## config.mk

```make
export PLATFORM = sky130hd
export DESIGN_NAME = core_fetch_buffer
export DESIGN_NICKNAME = d
export VERILOG_FILES = /design/src/rtl/core_fetch_buffer_pkg.sv /design/src/rtl/fetch_fifo.sv /design/src/rtl/core_fetch_buffer.sv
export SDC_FILE = /design/constraint.sdc
export NUM_CORES = 1
export LEC_CHECK = 0
export CAP_MARGIN = 15
export CORE_ASPECT_RATIO = 0.75
export CORE_MARGIN = 4
export CORE_UTILIZATION = 50
export CTS_BUF_LIST = sky130_fd_sc_hd__clkbuf_8 sky130_fd_sc_hd__clkbuf_16
export CTS_CLUSTER_SIZE = 16
export DETAILED_ROUTE_END_ITERATION = 8
export GPL_TIMING_DRIVEN = 0
export PLACE_DENSITY_LB_ADDON = 0.2
export SYNTH_ARGS = -nofsm -noshare
export SYNTH_HDL_FRONTEND = slang
export SYNTH_SLANG_ARGS = --single-unit
```

## constraint.sdc

```tcl
create_clock -name i_Clk -period 6.2 [get_ports i_Clk]
set_clock_uncertainty 0.15 [all_clocks]
set_input_delay 1.55 -clock i_Clk [delete_from_list [all_inputs] [get_ports i_Clk]]
set_output_delay 1.55 -clock i_Clk [all_outputs]
set_load 0.1 [all_outputs]
```

## src/rtl/core_fetch_buffer_pkg.sv

```systemverilog
// Shared constants and helpers for the IF->ID fetch buffer.
package core_fetch_buffer_pkg;

  localparam int unsigned FBUF_XLEN  = 32;
  localparam int unsigned FBUF_DEPTH = 2;
  localparam logic [31:0] NOP_INSTR  = 32'h0000_0013;  // addi x0,x0,0

  // Source of an o_Event pulse.
  typedef enum logic [1:0] {
    EV_NONE     = 2'b00,
    EV_OVERFLOW = 2'b01,
    EV_MISALIGN = 2'b10
  } fbuf_event_e;

  // A fetch address is misaligned when it is not word aligned.
  function automatic logic is_misaligned(input logic [1:0] addr_lo);
    return addr_lo != 2'b00;
  endfunction

endpackage

```

## src/rtl/fetch_fifo.sv

```systemverilog
// Synchronous circular FIFO of {pc, instr} pairs with flush.
module fetch_fifo
  import core_fetch_buffer_pkg::*;
#(
  parameter int unsigned XLEN  = FBUF_XLEN,
  parameter int unsigned DEPTH = FBUF_DEPTH
) (
  input  logic                       i_Clk,
  input  logic                       i_Rstn,
  input  logic                       push,
  input  logic                       pop,
  input  logic                       flush,
  input  logic [XLEN-1:0]            wr_pc,
  input  logic [XLEN-1:0]            wr_instr,
  output logic                       full,
  output logic                       empty,
  output logic [$clog2(DEPTH):0]     count,
  output logic [XLEN-1:0]            head_pc,
  output logic [XLEN-1:0]            head_instr
);

  localparam int unsigned AW = $clog2(DEPTH);
  localparam logic [AW:0] FULL_CNT = (AW+1)'(DEPTH);

  logic [XLEN-1:0] pc_mem    [DEPTH];
  logic [XLEN-1:0] instr_mem [DEPTH];
  logic [AW-1:0]   rd_ptr;
  logic [AW-1:0]   wr_ptr;
  logic            do_pop;
  logic            do_push;

  assign full  = (count == FULL_CNT);
  assign empty = (count == '0);

  // A pop frees the head slot first, so a push while full is legal alongside a pop.
  assign do_pop  = pop & ~empty;
  assign do_push = push & (~full | do_pop);

  // Entry storage; no reset needed since count gates visibility.
  always_ff @(posedge i_Clk) begin
    if (do_push && !flush) begin
      pc_mem[wr_ptr]    <= wr_pc;
      instr_mem[wr_ptr] <= wr_instr;
    end
  end

  // Pointer and occupancy update; flush wins over push and pop.
  always_ff @(posedge i_Clk) begin
    if (!i_Rstn || flush) begin
      rd_ptr <= '0;
      wr_ptr <= '0;
      count  <= '0;
    end else begin
      if (do_pop)  rd_ptr <= rd_ptr + AW'(1);
      if (do_push) wr_ptr <= wr_ptr + AW'(1);
      case ({do_push, do_pop})
        2'b10:   count <= count + (AW+1)'(1);
        2'b01:   count <= count - (AW+1)'(1);
        default: count <= count;
      endcase
    end
  end

  assign head_pc    = pc_mem[rd_ptr];
  assign head_instr = instr_mem[rd_ptr];

endmodule

```

## src/rtl/core_fetch_buffer.sv

```systemverilog
// IF->ID boundary: pairs each fetch PC with the word returned one cycle later,
// queues the pair, and presents it to decode under valid/ready.
module core_fetch_buffer
  import core_fetch_buffer_pkg::*;
#(
  parameter int unsigned      XLEN      = FBUF_XLEN,
  parameter int unsigned      DEPTH     = FBUF_DEPTH,
  parameter logic [XLEN-1:0]  NOP_INSTR = XLEN'(core_fetch_buffer_pkg::NOP_INSTR)
) (
  input  logic            i_Clk,
  input  logic            i_Rstn,
  input  logic            i_ReadEn,
  input  logic [XLEN-1:0] i_ReadAddr,
  input  logic [XLEN-1:0] i_InstrData,
  input  logic            i_FlushEn,
  input  logic            i_DecReady,
  output logic            o_Valid,
  output logic [XLEN-1:0] o_Instr,
  output logic [XLEN-1:0] o_PC,
  output logic            o_StallReq,
  output logic            o_Event
);

  localparam int unsigned AW = $clog2(DEPTH);

  logic            r_PendEn;
  logic [XLEN-1:0] r_PendPC;
  logic            misalign;
  logic            push;
  logic            pop;
  logic            full;
  logic            empty;
  logic [AW:0]     count;
  logic [XLEN-1:0] head_pc;
  logic [XLEN-1:0] head_instr;
  logic [AW+1:0]   occupancy;
  fbuf_event_e     ev_cause;

  assign misalign = i_ReadEn & is_misaligned(i_ReadAddr[1:0]);
  assign push     = r_PendEn & ~i_FlushEn;
  assign pop      = o_Valid & i_DecReady;

  // Capture the outstanding request so its data can be paired next cycle.
  always_ff @(posedge i_Clk) begin
    if (!i_Rstn) begin
      r_PendEn <= 1'b0;
      r_PendPC <= '0;
    end else begin
      r_PendEn <= i_ReadEn & ~i_FlushEn & ~misalign;
      r_PendPC <= i_ReadAddr;
    end
  end

  fetch_fifo #(
    .XLEN  (XLEN),
    .DEPTH (DEPTH)
  ) u_fifo (
    .i_Clk      (i_Clk),
    .i_Rstn     (i_Rstn),
    .push       (push),
    .pop        (pop),
    .flush      (i_FlushEn),
    .wr_pc      (r_PendPC),
    .wr_instr   (i_InstrData),
    .full       (full),
    .empty      (empty),
    .count      (count),
    .head_pc    (head_pc),
    .head_instr (head_instr)
  );

  // Classify this cycle's error, if any: dropped push on a full queue, or bad PC.
  always_comb begin
    ev_cause = EV_NONE;
    if (push && full && !pop) ev_cause = EV_OVERFLOW;
    else if (misalign)        ev_cause = EV_MISALIGN;
  end

  // Registered one-cycle error pulse.
  always_ff @(posedge i_Clk) begin
    if (!i_Rstn) o_Event <= 1'b0;
    else         o_Event <= (ev_cause != EV_NONE);
  end

  // Stall looks only at registered state so decode ready never reaches fetch.
  always_comb begin
    occupancy  = (AW+2)'(count) + (AW+2)'(r_PendEn);
    o_StallReq = occupancy >= (AW+2)'(DEPTH);
  end

  // Head presentation; an empty queue shows a NOP at PC 0.
  always_comb begin
    o_Valid = ~empty;
    o_Instr = empty ? NOP_INSTR : head_instr;
    o_PC    = empty ? '0 : head_pc;
  end

endmodule

```

==> Yosys cells after proc, flatten, opt, wreduce, memory -nomap -nowiden <==
Memories as Yosys holds them, arrays and structs flattened. A register that Yosys moved wholly into a read port is not among the register bits.
Cells that the tools add are included.
{ "classes": {"n_addsub": 5, "order_cmp": 1, "eq_ne": 3, "mux": 11, "bitwise": 12, "n_reduce_logical": 11} }
{ "ops": {"columns": ["op", "n"], "rows": [
  ["32-bit two-way mux", 2],
  ["1-bit bitwise AND", 7],
  ["1-bit two-way mux", 6],
  ["2-bit nonzero test", 3],
  ["2-bit == test, second input constant", 2],
  ["2-bit two-way mux", 2],
  ["1-bit NOT", 4],
  ["2-bit one-hot mux with 2 select lines", 1],
  ["2-bit by 1-bit adder with 3-bit output", 1],
  ["3-bit by 2-bit greater-or-equal comparator with 1-bit output, second input constant", 1],
  ["1-bit logical AND", 3],
  ["1-bit zero test", 3],
  ["1-bit adder, second input constant", 2],
  ["2-bit by 1-bit adder with 2-bit output, second input constant", 1],
  ["2-bit by 1-bit == test with 1-bit output, second input constant", 1],
  ["2-bit zero test", 1],
  ["2-bit by 1-bit subtractor with 2-bit output, second input constant", 1],
  ["1-bit logical OR", 1],
  ["1-bit OR", 1]
]} }
{ "word_totals": {"reg_bits": 38, "ram_bits": 128, "inputBits": 69, "output_inout_bits": 67, "wordCells": 51, "memories": 2} }
{ "memory_table": {"columns": ["name", "depth", "width", "rd", "rd_clocked_by_memory_dff", "write_ports", "line_no", "text"], "rows": [
  ["u_fifo.instr_mem", 2, 32, 1, 1, 1, "fetch_fifo.sv:26", "logic [XLEN-1:0] instr_mem [DEPTH];"],
  ["u_fifo.pc_mem", 2, 32, 1, 1, 1, "fetch_fifo.sv:25", "logic [XLEN-1:0] pc_mem [DEPTH];"]
]} }

==> Logic depth before layout (Yosys ltp) <==
{ "depth": {"depth_word": 9, "mapped_depth": 7, "mapped_depth_nobuf": 6} }

==> Modules after synthesis <==
From an unflattened synthesis, not the netlist that was laid out.
{ "hier_totals": {"cells_unflattened": 379, "hier_area_um2": 6308.6} }
{ "by_module_without_submodules": {"columns": ["mod", "instances", "cells_per_inst", "area_each_um2", "seq_area_each_um2"], "rows": [
  ["fetch_fifo", 1, 230, 4894.7, 3943.8],
  ["core_fetch_buffer", 1, 149, 1413.9, 680.7]
]} }

==> Worst setup path after synthesis <==
OpenSTA, ideal clock, no wires.
{ "synth_timing": {"path_type": "input -> register", "from": "in i_FlushEn", "to": "mem u_fifo.instr_mem[1][0] (netlist bit), enable pin", "setup_ns": 0.486, "arrival_ns": 4.749, "required_time_ns": 5.564, "setup_slack_ns": 0.815, "path_stages": 3, "n_path_buf": 0, "path_cell_list": "or2b_1 > or2_2 > nor2_1"} }
{ "synth_via": {"elab_chain_cells": 6, "elab_cells_between_ends": 7, "classes_between": "2 x mux; 3 x bitwise; 2 x reduce/logical"} }
{ "synth_lines": {"columns": ["item", "line_no", "text"], "rows": [
  ["start: declaration", "core_fetch_buffer.sv:15", "input logic i_FlushEn,"],
  ["1-bit NOT", "core_fetch_buffer.sv:40", "assign push = r_PendEn & ~i_FlushEn;"],
  ["1-bit bitwise AND", "core_fetch_buffer.sv:40", null],
  ["1-bit bitwise AND", "fetch_fifo.sv:37", "assign do_push = push & (~full | do_pop);"],
  ["1-bit logical AND *", "fetch_fifo.sv:41", "if (do_push && !flush) begin"],
  ["1-bit two-way mux *", "fetch_fifo.sv:41", null],
  ["1-bit two-way mux (not written as such) *", "fetch_fifo.sv:43", "instr_mem[wr_ptr] <= wr_instr;"],
  ["end: declaration", "fetch_fifo.sv:26", null]
]} }
Every way passes the cells marked *; elsewhere a longest branch is shown, timed or not.

==> results.toml <==
[cells_and_area]
fin_cells = 704
post_route_cells_drive_above_1_share = 0.101
area_growth_pct = 36.5
number_of_inserted_diodes = 0
fillcell_total = 820
finish.net_count = 599

[drt]
routed-wl-met2_um = 5750
total_routed_length_um = 11500
vias = 3434
initialDrtViolationCount = 229
drt-wirelength-per-cell_um = 16.4
postRouteAntennaNets = 0
avgViaCountPerCell = 4.88
drt_pre_antenna_iters = 4
m1WireLength_um = 4950
topRoutingLayerUsed = "met4"
drt_drc_violations_left = 0
met3_wirelength_um = 752

[clocking]
clock_tree_from_tritoncts = "done"
register_clock_pin_slew_on_the_reported_worst_setup_and_hold_paths_ns = 0.06
clockBufferDepth = 2
cts_inserted_buffers = 17
cts.repair.resized = 0
worst_skew_pair.late_latency_ns = 0.41
ctsRootBufferMaster = "clkbuf_16"
post_cts.repair.setup_buffers = 0
numClockSinks = 167
cts_hold_repair.buffers = 0
cts-htree-levels = 4

[sta]
final.setup.tns_ns = 0
final-hold-violation-count = 0
max_freq_ghz = 0.228
tightest_slew_ns = 1.01
report.final.setup_viol = 0
period_share = 0.707
worst_rel_slew_slack = 0.324
slew_violations = 0
min_period_ns = 4.38
finalHoldWorstSlack_ns = 0.275
grt_setup_unrepaired = "false"

[place]
io_buffers = 135
dp.cells = 672
dp_hpwl_um = 7720
routabilityCongestion = 0.707

[grt]
grt_first_pass_wirelength_um = 18100
grt_pass1_vias = 3594
grt_antenna_before_repair = 0
grt_start_max_net_pins = 65
overflow = 0
grt.total_usage = 0.173

[synth]
synth.yosys.seq_area_share = 0.771
syn-mean-instance-area_um2 = 16.1
area_fraction_in_compound_gates_after_synthesis = 0.00814
post_synth_fa_ha_maj_area_fraction = 0.00209
synth_area_um2 = 6000
synthesized_area_fraction_occupied_by_xor_and_xnor_cells = 0.00438
seq_cells_post_synth = 167
proportion_of_synthesized_area_in_mux_cells = 0.107
synthCells = 373
syn-num-nets = 443
synth_simple_gate_area_frac = 0.0880
synth_top_family_by_area = "multiplexers"
yosysWarnings = 0
ys_types = 28

[die]
floorplan.die_area_um2 = 13800
row_count = 34
core_um2 = 11700
die_w_um = 134
die-height_um = 103
initial_core_util = 0.515
design.portCount = 136

[power_and_ir_drop]
power-per-cell-area_nw_per_um2 = 281
leakagePower_nw = 2.72
max-vdd-ir-drop_mv = 0.241

[critical_path]
arrival_ns = 2.68
critPathKind = "register to output port"
critical_path.cell_chain = "buf_2 > buf_4 > mux2i_1 > nor2_1 > clkdlybuf4s50_1"
max_stage_delay_ns = 1.16
worstSetupEndpointType = "output port"
worstPathMaxFanout = 10
worstPathBufferInverterCount = 3
worstPathRequired_ns = 4.50
cpMaxStageDelayCell = "clkdlybuf4s50_1"
cp-start-kind = "register"
worst_path_dominant_cell_family = "buffers and inverters"

[hold_path]
hp-class = "register to register"

[job]
max_cap_viol_count = 0

[outcome]
run_status = "finished clean"
-- power by group --
group	internal [mW]	switching [mW]	leakage, nW
clock network	0.555	0.449	0.289
registers	1.22	0.00567	1.53
logic	0.0472	0.0301	0.902
total	1.82	0.485	2.72
-- placed cells by master (no fill, tap or decap) --
cell type        Yosys  layout
or3_1                1       1
or2b_1               1       1
a21boi_0             1       1
nor4b_1              1       1
ha_1                 1       1
edfxtp_1           128     128
clkbuf_16            0      18
dfxtp_1             39      39
or2_2                1       1
nor2_4               0       1
buf_12               0       2
inv_8                0       1
inv_4                0       1
xor2_1               2       2
clkinv_2             0       2
buf_2                7       7
o21ai_0              4       4
inv_1                4       3
buf_4                6       6
xnor2_1              1       1
clkinv_4             0       2
nand2_1              3       3
inv_6                0       7
mux2i_1             64      64
clkbuf_1             3       3
a21oi_1              1       1
a21oi_2              1       1
buf_6                1       1
nor2_2               1       1
nor2_1              65      64
and2_1              32      32
a21o_1               1       1
clkdlybuf4s50_1      0     135
nand3b_1             1       1
clkinv_8             0       2
or3_4                1       1
nor3b_2              1       1
nand2b_1             1       1
-- cell type report --
class                      instances  area [um2]  share of cell area
buffer                            17         103              0.0125
clock buffer                      18         450              0.0550
clock inverter                    14         133              0.0162
inverter                           4        17.5             0.00214
multi-input combinational        185        1260               0.154
sequential                       167        4620               0.565
tap                              162         203              0.0248
timing repair buffer             137        1390               0.170
-- cells by family after synthesis --
| logic type | Yosys count |
|---|---|
| mux | 64 |
| flops | 167 |
| buf+inv | 21 |
| simple gates | 109 |
| compound gates | 8 |
| xor+xnor | 3 |
| fa+ha+maj | 1 |
-- worst reg2reg max path, stage by stage, from the launching register on --
cell,delay (ns)
dfxtp_1,0.35
or2b_1,0.25
or3_4,0.36
inv_4,0.62
-- per-stage QoR --
stage               power [mW]  utilization  setup slack, ns  area [um2]
global route              2.38        0.702             1.69        8190
global placement          1.32        0.648            -1.19        7550
floorplan                 1.27            -            0.815        6000
finish                    2.30        0.702             1.82        8190
CTS                       2.32        0.702             1.76        8190
detailed placement        1.32        0.652             2.23        7600
-- cells in the mapped netlist, drive strengths merged --
| cell | count | area (um2) |
|---|---|---|
| or2 | 1 | 6.26 |
| xor2 | 2 | 17.5 |
| edfxtp | 128 | 3840 |
| dfxtp | 39 | 781 |
| xnor2 | 1 | 8.76 |
| nor3b | 1 | 12.5 |
| o21ai | 4 | 20.0 |
| ha | 1 | 12.5 |
| inv | 4 | 15.0 |
| or3 | 2 | 17.5 |
| a21boi | 1 | 7.51 |
| buf | 14 | 91.3 |
| nand2b | 1 | 6.26 |
| or2b | 1 | 7.51 |
| and2 | 32 | 200 |
| nor4b | 1 | 8.76 |
| clkbuf | 3 | 11.3 |
| a21oi | 2 | 13.8 |
| nor2 | 66 | 250 |
| nand2 | 3 | 11.3 |
| a21o | 1 | 7.51 |
| nand3b | 1 | 7.51 |
| mux2i | 64 | 641 |
-- flip-flops by register name, summed over array words and instances, names as in the netlist, named ones only --
signal and cells:
u_fifo.rd_ptr 1, u_fifo.count 2, u_fifo.instr_mem 64, o_Event 1, r_PendPC 32, u_fifo.wr_ptr 1, u_fifo.pc_mem 64, r_PendEn 1
-- final timing paths --
check,from,cells past startpoint,to,slack [ns]
max,register,5,o_PC[11],1.82
min,r_PendPC[0],0,u_fifo.pc_mem[1][0],0.28
max reg2reg,r_PendEn,3,u_fifo.pc_mem[0][21],4.05
min reg2reg,r_PendPC[0],0,u_fifo.pc_mem[1][0],0.28
-- routing by layer --
layer | GRT usage | vias up
li1 | - | 1651
met1 | 0.213 | 1669
met2 | 0.299 | 109
met3 | 0.0483 | 5
met4 | 0.0571 | 0
met5 | 0 | -
No activity file was read; power rests on OpenSTA's default activity.
